==> config.mk <==
export PLATFORM = sky130hd
export DESIGN_NAME = wb_regfile
export DESIGN_NICKNAME = d
export VERILOG_FILES = /design/src/rtl/cpu_pkg.sv /design/src/rtl/regfile_4x8.sv /design/src/rtl/wb_regfile.sv
export SDC_FILE = /design/constraint.sdc
export NUM_CORES = 1
export LEC_CHECK = 0
export BUFFER_PORTS_ARGS = -buffer_cell sky130_fd_sc_hd__buf_2
export CAP_MARGIN = 20
export CORE_ASPECT_RATIO = 0.7
export CORE_MARGIN = 1
export CORE_UTILIZATION = 45
export CTS_CLUSTER_DIAMETER = 100
export DETAILED_ROUTE_END_ITERATION = 7
export PLACE_DENSITY = 0.86
export SLEW_MARGIN = 15
export SYNTH_ARGS = -nofsm -noshare
export SYNTH_HDL_FRONTEND = slang
export SYNTH_HIERARCHICAL = 1
export SYNTH_SLANG_ARGS = --single-unit
==> constraint.sdc <==
create_clock -name clk -period 1.86 [get_ports clk]
set_input_delay 0.279 -clock clk [delete_from_list [all_inputs] [get_ports clk]]
set_output_delay 0.279 -clock clk [all_outputs]
set_load 0.01 [all_outputs]
==> src/rtl/cpu_pkg.sv <==
// cpu_pkg: opcode fields, write-back data-select codes and register indices shared by the pipeline.
package cpu_pkg;
  localparam logic [3:0] OP_STACK = 4'h7;
  localparam logic [1:0] STK_PUSH = 2'b00;
  localparam logic [1:0] STK_POP = 2'b01;
  localparam logic [2:0] WBSEL_ALU = 3'd0;
  localparam logic [2:0] WBSEL_MEM = 3'd1;
  localparam logic [2:0] WBSEL_IMM = 3'd2;
  localparam logic [2:0] WBSEL_IN = 3'd3;
  localparam logic [2:0] WBSEL_MOV = 3'd4;
  localparam logic [2:0] WBSEL_SP = 3'd5;
  localparam logic [1:0] SP_IDX = 2'd3;
endpackage

==> src/rtl/regfile_4x8.sv <==
// regfile_4x8: four-entry register file with a data write port, a stack-pointer write port
// and two write-first read ports; a data write to R3 overrides a same-cycle stack update.
module regfile_4x8
  import cpu_pkg::*;
#(
  parameter int DATA_W = 8,
  parameter logic [DATA_W-1:0] SP_RESET = 8'hFF
) (
  input  logic              clk,
  input  logic              rst,
  input  logic              i_we,
  input  logic [1:0]        i_waddr,
  input  logic [DATA_W-1:0] i_wdata,
  input  logic              i_sp_we,
  input  logic [DATA_W-1:0] i_sp_wdata,
  input  logic [1:0]        i_rd_addr_a,
  input  logic [1:0]        i_rd_addr_b,
  output logic [DATA_W-1:0] o_rd_data_a,
  output logic [DATA_W-1:0] o_rd_data_b,
  output logic [DATA_W-1:0] o_sp_out
);
  logic [DATA_W-1:0] r_regs [4];
  logic w_sp_hit;
  assign w_sp_hit = i_sp_we && !(i_we && i_waddr == SP_IDX);
  always_ff @(posedge clk) begin
    if (rst) begin
      r_regs[0] <= '0;
      r_regs[1] <= '0;
      r_regs[2] <= '0;
      r_regs[3] <= SP_RESET;
    end else begin
      if (w_sp_hit) r_regs[SP_IDX] <= i_sp_wdata;
      if (i_we) r_regs[i_waddr] <= i_wdata;
    end
  end
  function automatic logic [DATA_W-1:0] rd(input logic [1:0] a);
    return (i_we && a == i_waddr) ? i_wdata :
           (w_sp_hit && a == SP_IDX) ? i_sp_wdata : r_regs[a];
  endfunction
  assign o_rd_data_a = rd(i_rd_addr_a);
  assign o_rd_data_b = rd(i_rd_addr_b);
  assign o_sp_out = rd(SP_IDX);
endmodule

==> src/rtl/wb_regfile.sv <==
// wb_regfile: write-back stage; selects the result word, decodes stack updates, commits to the
// register file and drives the registered output port.
module wb_regfile
  import cpu_pkg::*;
#(
  parameter int DATA_W = 8,
  parameter logic [DATA_W-1:0] SP_RESET = 8'hFF
) (
  input  logic              clk,
  input  logic              rst,
  input  logic [7:0]        opcode_wb,
  input  logic [DATA_W-1:0] alu_out_WB,
  input  logic [DATA_W-1:0] mem_data_WB,
  input  logic [DATA_W-1:0] Sp_WB,
  input  logic [DATA_W-1:0] imm_WB,
  input  logic [DATA_W-1:0] input_port_WB,
  input  logic [DATA_W-1:0] R_ra_WB,
  input  logic [DATA_W-1:0] R_rb_WB,
  input  logic              w_E_R_WB,
  input  logic              w_Add_S_R_WB,
  input  logic [2:0]        w_Data_S_R_WB,
  input  logic              Out_E_WB,
  input  logic [1:0]        ra_WB,
  input  logic [1:0]        rb_WB,
  input  logic [1:0]        rd_addr_a,
  input  logic [1:0]        rd_addr_b,
  output logic [DATA_W-1:0] rd_data_a,
  output logic [DATA_W-1:0] rd_data_b,
  output logic [DATA_W-1:0] sp_out,
  output logic              fwd_we,
  output logic [1:0]        fwd_addr,
  output logic [DATA_W-1:0] fwd_data,
  output logic [DATA_W-1:0] out_port,
  output logic              out_valid
);
  logic w_stack;
  logic w_unused;
  logic [DATA_W-1:0] r_out_port;
  logic r_out_valid;
  assign w_unused = &{1'b0, opcode_wb[1:0], R_ra_WB};
  always_comb begin
    fwd_data = (w_Data_S_R_WB == WBSEL_ALU) ? alu_out_WB :
               (w_Data_S_R_WB == WBSEL_MEM) ? mem_data_WB :
               (w_Data_S_R_WB == WBSEL_IMM) ? imm_WB :
               (w_Data_S_R_WB == WBSEL_IN)  ? input_port_WB :
               (w_Data_S_R_WB == WBSEL_MOV) ? R_rb_WB :
               (w_Data_S_R_WB == WBSEL_SP)  ? Sp_WB : '0;
    fwd_we = w_E_R_WB && w_Data_S_R_WB <= WBSEL_SP;
    fwd_addr = w_Add_S_R_WB ? rb_WB : ra_WB;
    w_stack = opcode_wb[7:4] == OP_STACK &&
              (opcode_wb[3:2] == STK_PUSH || opcode_wb[3:2] == STK_POP);
  end
  regfile_4x8 #(.DATA_W(DATA_W), .SP_RESET(SP_RESET)) u_rf (
    .clk(clk), .rst(rst),
    .i_we(fwd_we), .i_waddr(fwd_addr), .i_wdata(fwd_data),
    .i_sp_we(w_stack), .i_sp_wdata(Sp_WB),
    .i_rd_addr_a(rd_addr_a), .i_rd_addr_b(rd_addr_b),
    .o_rd_data_a(rd_data_a), .o_rd_data_b(rd_data_b), .o_sp_out(sp_out)
  );
  always_ff @(posedge clk) begin
    if (rst) begin
      r_out_port <= '0;
      r_out_valid <= 1'b0;
    end else begin
      r_out_valid <= Out_E_WB;
      if (Out_E_WB) r_out_port <= R_rb_WB;
    end
  end
  assign out_port = r_out_port;
  assign out_valid = r_out_valid;
endmodule

**Yosys cells after proc, flatten, opt, wreduce, memory -nomap -nowiden**

Memory sizes are Yosys's and may differ from the RTL's.
Cells that the tools add are included.

- Logic and storage cells: 57
- Bits of input ports: 80
- Memory bits (writable): 32
- Output and inout bits: 44
- Flip-flop bits (word level): 9
- Memories: 1

Memories:

| name | words | bits a word | rd ports | clocked after memory_dff | write ports | line | source |
|---|---|---|---|---|---|---|---|
| u_rf.r_regs | 4 | 8 | 3 | 0 | 4 | regfile_4x8.sv:22 | `logic [DATA_W-1:0] r_regs [4];` |

- Equality and inequality tests: 13
- Multiplexer cells: 25
- Order comparisons: 1
- Reductions and logical operators: 14
- Bitwise logic cells: 1

Operators by type and width:

| cell | count |
|---|---|
| two-way mux 8 bit | 14 |
| logical AND 1 bit | 9 |
| two-way mux 1 bit | 9 |
| OR reduction 8 bit | 1 |
| == test 2 bit, second input constant | 3 |
| == test 3 x 2 -> 1 bit, second input constant | 2 |
| == test 3 bit, second input constant | 2 |
| == test 2 bit | 2 |
| == test 4 x 3 -> 1 bit, second input constant | 1 |
| two-way mux 2 bit | 2 |
| == test 3 x 1 -> 1 bit, second input constant | 1 |
| less-or-equal comparator 3 bit, second input constant | 1 |
| zero test 3 bit | 1 |
| == test 2 x 1 -> 1 bit, second input constant | 1 |
| == test 2 bit, first input constant | 1 |
| zero test 2 bit | 1 |
| zero test 1 bit | 1 |
| logical OR 1 bit | 1 |
| bitwise OR 1 bit | 1 |

**Depth between registers and ports, before layout**

- Word-level depth: 9
- Gate-level depth with buffers: 7
- Depth with buffers taken out: 5

**Cells and area by module**

Netlist, hierarchy kept.

Modules (own cells, without submodules):

| module | times used | area an instance (µm²) | cells each |
|---|---|---|---|
| regfile_4x8 | 1 | 2416.1 | 217 |
| wb_regfile | 1 | 783.3 | 81 |

**Worst setup path after synthesis**

No wires, ideal clock.

- Path type: input-to-reg
- From: input w_E_R_WB
- To: memory u_rf.r_regs[1][0] (enable)
- Data arrival time: 1.727 ns
- Setup time: 0.310 ns
- Cell stages on the path: 5
- Setup slack: -0.176 ns
- Cell sequence: a21boi_0 -> inv_1 -> buf_2 -> nor4b_2 -> or2_2

RTL lines:

| element | line | source |
|---|---|---|
| from (decl) | wb_regfile.sv:19 | `input logic w_E_R_WB,` |
| to (decl) | regfile_4x8.sv:22 |  |

**Worst setup path after layout**

- From: input opcode_wb[7]
- To: output rd_data_b[5]

- Word-level cells in the longest chain between the ends: 6

RTL lines:

| element | line | source |
|---|---|---|
| from (decl) | wb_regfile.sv:11 | `input logic [7:0] opcode_wb,` |
| == test 4 x 3 -> 1 bit | wb_regfile.sv:50 | `w_stack = opcode_wb[7:4] == OP_STACK &&` |
| logical AND 1 bit | wb_regfile.sv:50 |  |
| via w_stack | wb_regfile.sv:36 | `logic w_stack;` |
| logical AND 1 bit | regfile_4x8.sv:24 | `assign w_sp_hit = i_sp_we && !(i_we && i_waddr == SP_IDX);` |
| logical AND 1 bit | regfile_4x8.sv:38 | `(w_sp_hit && a == SP_IDX) ? i_sp_wdata : r_regs[a];` |
| two-way mux 8 bit | regfile_4x8.sv:38 |  |
| two-way mux 8 bit | regfile_4x8.sv:37 | `return (i_we && a == i_waddr) ? i_wdata :` |
| to (decl) | wb_regfile.sv:28 | `output logic [DATA_W-1:0] rd_data_b,` |

The timed path passes the listed nets, and every way through them passes these cells.

==> summary.md <==
| Metric | Value |
|---|---|
| Run status | `finished with violations` |
| Failing checks | `negative setup slack` |
| Metal-1 WL | `5080 um` |
| Number of nets with antenna violations after routing | `0` |
| Total Routed Length | `15500 um` |
| Buffers plus inverters on the worst setup path | `3` |
| Area of the mapped netlist | `3200 um^2` |
| Standard cell core area | `6820 um^2` |
| Mean instance size in the synthesized netlist | `10.7 um^2` |
| Post-synthesis xor/xnor area fraction | `2.74%` |
| Data arrival at the endpoint of the critical path | `2.12 ns` |
| Static leakage | `2.11 nW` |
| Clock tree buffer depth | `2` |
| Gate count of the mapped netlist | `298` |
| Floorplan die area | `7460 um^2` |
| GRT Util Overall | `35.7%` |
| Cell count of the worst reg-to-reg path | `2` |
| Dominant cells by area after synthesis | `edfxtp_1 30%, mux2i_1 12%, mux4_2 11%` |
| Area growth from synthesis to final layout | `64.4%` |
| Simple-gate share of the synthesized area | `18.4%` |
| Syn. warnings | `6` |
| Share of total power in combinational logic | `45.5%` |
| Part of the power in the clock network | `19.4%` |
| Time the worst path needs with I/O delays and setup | `2.40 ns` |
| Switching Fraction | `36.1%` |
| Number of distinct library cells after synthesis | `39` |
| Actual transition at the worst max-transition pin | `0.585 ns` |
| Async set-reset flop share out of synthesis | `0%` |
| Top FF cell, synth | `edfxtp_1` |
| Clock Tree Root | `clkbuf_8` |
| Part of the total power dissipated in sequential elements | `35.2%` |
| Relative max-transition margin | `60.7%` |
| Register clock-pin slew on the reported worst setup and hold paths | `0.08 ns` |
| Final standard cell area without fillers | `5260 um^2` |
| Top Family by Delay on Critical Path | `compound AO/OA/AOI/OAI gates` |
| Number of max-cap violations | `0` |
| Clock tree skew after final layout | `0 ns` |
| Multiplexer share of the synthesized area | `24.2%` |
| Final hold viol count | `0` |
| Highest routed layer | `met4` |
| Die Y | `72.5 um` |
| Internal Power | `2.02 mW` |
| Multi-input gate area | `2450 um^2` |
| Iter 0 DRT Violations | `537` |
| Antenna violations before repair | `0` |
| Critical path start-end classification | `input pin to primary output` |
| Top achievable clock speed | `0.416 GHz` |
| Hold Path Class | `input pin to flip-flop` |
| Number of storage elements in the synthesis netlist | `41` |
| Share of the core filled with cells | `77.1%` |
| Clock Sink Count | `41` |
| Total nets after synthesis | `378` |
| Number of cells traversed by the worst hold path | `3` |
| Avg Vias per Cell | `6.70` |
| Setup Viol. Count Final | `25` |
| Number of buffers added by the clock tree synthesis step | `5` |
| Via count | `3798` |
| Worst-skew pair later-pin latency | `0.29 ns` |
| Required time at the worst-slack endpoint | `1.58 ns` |
| Vias in the first global route | `3576` |
| Fraction of the cycle the final worst path needs | `129%` |
| Largest family of logic cells by synthesized area | `multiplexers` |
| Adder-cell share of the synthesized area | `0%` |
| Number of levels the H-tree was split into | `2` |
| Sequential Area | `1140 um^2` |
| Crit path setup slack, layout | `-0.542 ns` |
| Global-route wire length before repair | `19100 um` |
| Largest voltage drop on the vdd net | `0.000384 V` |
| Master of the slowest instance on the critical path | `o21ai_1` |
| Site row count | `25` |
| Pre-antenna DRT Iters | `5` |
| Max-slew violation count | `0` |
| Fill cell instance count of the final layout | `397` |
| Switching power | `1.14 mW` |
| Maximum fanout along the worst path | `8` |
| Layout cells sized above 1 | `61.7%` |
| Type of origin of the critical path | `input pin` |
| Endpoint of the worst-slack reg-to-reg timing path | `out_port[0]` |
| Slowest cell delay on critical path | `0.59 ns` |
| Total half-perimeter wirelength after legalization and detailed placement | `9470 um` |
| Proportion of synthesized chip area in sequential cells | `35.7%` |
| Area post-placement | `4550 um^2` |
| Start point of the worst hold path | `R_rb_WB[3]` |
| Top cell type's share of synthesized area | `30.0%` |
| Sum of met3 wire segment lengths after detailed routing | `2390 um` |
| Met2 layer wire length in the routed design | `7030 um` |
| # IOs | `124` |
| R2R Setup Slk | `1.13 ns` |
| Routed wire per std cell | `27.4 um` |
| Count of cell instances traversed by the critical path | `8` |
| Hold Path End | `out_port[3]` |
| Synth cell count leaders | `39 x mux2i_1, 32 x edfxtp_1, 24 x and2_1, 19 x nand3_1, 17 x nor2_1` |
| Power per unit of standard cell area | `600 nW/um^2` |
| Count of input and output buffers | `112` |
| Most frequent cell after synthesis | `mux2i_1` |
| Overflow left after global routing | `0` |
| Largest net degree at the start of global routing | `25` |
| Worst hold slack across all endpoints | `0.272 ns` |
| Number of buffers inserted by hold repair at cts | `0` |
| CP endpoint kind | `primary output` |
| Weighted congestion at the end of routability-driven global placement | `0.981` |
| Cell type with the highest aggregate area in the netlist | `edfxtp_1` |
| Clock tree from TritonCTS | `done` |
| Starting density of the core | `46.9%` |
| Number of nets in the final layout | `551` |
| Count of flip-flops with a built-in enable after synthesis | `32` |
| Cells along the critical path | `buf_2 -> nand4b_1 -> nor2_1 -> buf_4 -> nand3_1 -> o21ai_1 -> a31oi_4 -> buf_6` |
| Horizontal die dimension | `103 um` |
| Share of the synthesized area in compound gates (AO/OA/AOI/OAI) | `13.2%` |
| Unrepaired setup endpoints after global routing | `yes` |
| Source of the worst register-to-register timing path | `out_port[0]` |
| Residual DRC | `0` |
[tightest hold or removal path, cell delays in order]
cell	delay [ns]
buf_2	0.09
mux2i_1	0.07
nor2_1	0.08
[power by group through the flow]
stage                     Sequential [mW]  Combinational [mW]  Clock [mW]
after floorplan                      1.10               0.597           0
after global placement               1.11                1.05           0
after detailed placement             1.12                1.07           0
after CTS                            1.10                1.20       0.610
after global routing                 1.11                1.49       0.661
final                                1.11                1.43       0.612
[placed cells by master, fill, tap and decap left out, types with 3 or more instances in the layout]
cell type	Yosys	routed
mux2i_2	0	4
buf_6	5	31
mux2i_1	39	33
buf_2	12	94
nor2_4	0	3
a31oi_4	0	16
or2_2	3	3
nor4_2	1	12
mux4_2	16	16
nor3_1	8	8
nor2_1	17	13
edfxtp_1	32	32
a21oi_1	8	5
o21ai_0	15	6
nor4_4	0	4
buf_12	1	7
a21oi_2	0	3
dfxtp_1	9	9
nand3_1	19	17
o21ai_1	8	9
and2_1	24	24
xor2_4	2	3
o21ai_4	0	7
o21bai_1	8	8
buf_4	0	57
clkbuf_8	0	5
o22a_1	7	7
[registers in the layout (all words and copies together) (netlist names)]
name	count
out_port	8
out_valid	1
u_rf/r_regs	32
[per-stage QoR]
stage               power (mW)  setup WS, ns  setup TNS (ns)  std cells
finish                    3.16        -0.542           -5.38        567
global route              3.26        -0.604           -6.14        566
CTS                       2.91        -0.216           -3.75        562
detailed placement        2.19        -0.312          -10.69        550
global placement          2.16        -0.258           -8.60        550
floorplan                 1.70       -0.0816           -1.64        298
[cells by family after synthesis]
group	after synthesis
AOI/OAI and AO/OA	66
xor gates and xnor gates	4
buffers and inverters	28
DFF	41
muxes	57
and+or+nand+nor	102
[worst max-delay path by stage]
stage,from,slack [ns],end
after floorplan,w_Add_S_R_WB,-0.08,rd_data_a[0]
after global placement,w_Add_S_R_WB,-0.26,rd_data_a[0]
after detailed placement,w_Data_S_R_WB[1],-0.31,rd_data_b[1]
after CTS,w_Add_S_R_WB,-0.22,rd_data_a[0]
after global routing,opcode_wb[7],-0.60,rd_data_b[5]
final,opcode_wb[7],-0.54,rd_data_b[5]
[area by class of cell]
| type | count | area share (%) |
|---|---|---|
| timing repair buffer | 192 | 27.5 |
| antenna | 1 | 0.0476 |
| multi-input combinational | 229 | 46.6 |
| inverter | 2 | 0.143 |
| tap | 94 | 2.24 |
| sequential | 41 | 21.7 |
| clock inverter | 3 | 0.476 |
| clock buffer | 5 | 1.31 |
[layer usage]
metal,vias to the layer above,global-route usage [%]
met5,-,0
met4,0,16.4
met3,124,9.44
met2,379,61.3
met1,1794,41.9
li1,1501,-
[timing repair]
action,4_1_cts,5_1_grt
setup buffers,4,5
pin swaps,14,16
gates resized for setup,59,56
setup endpoints to repair,28,31
gates cloned,2,0
Power figures use the tool's default switching activity.
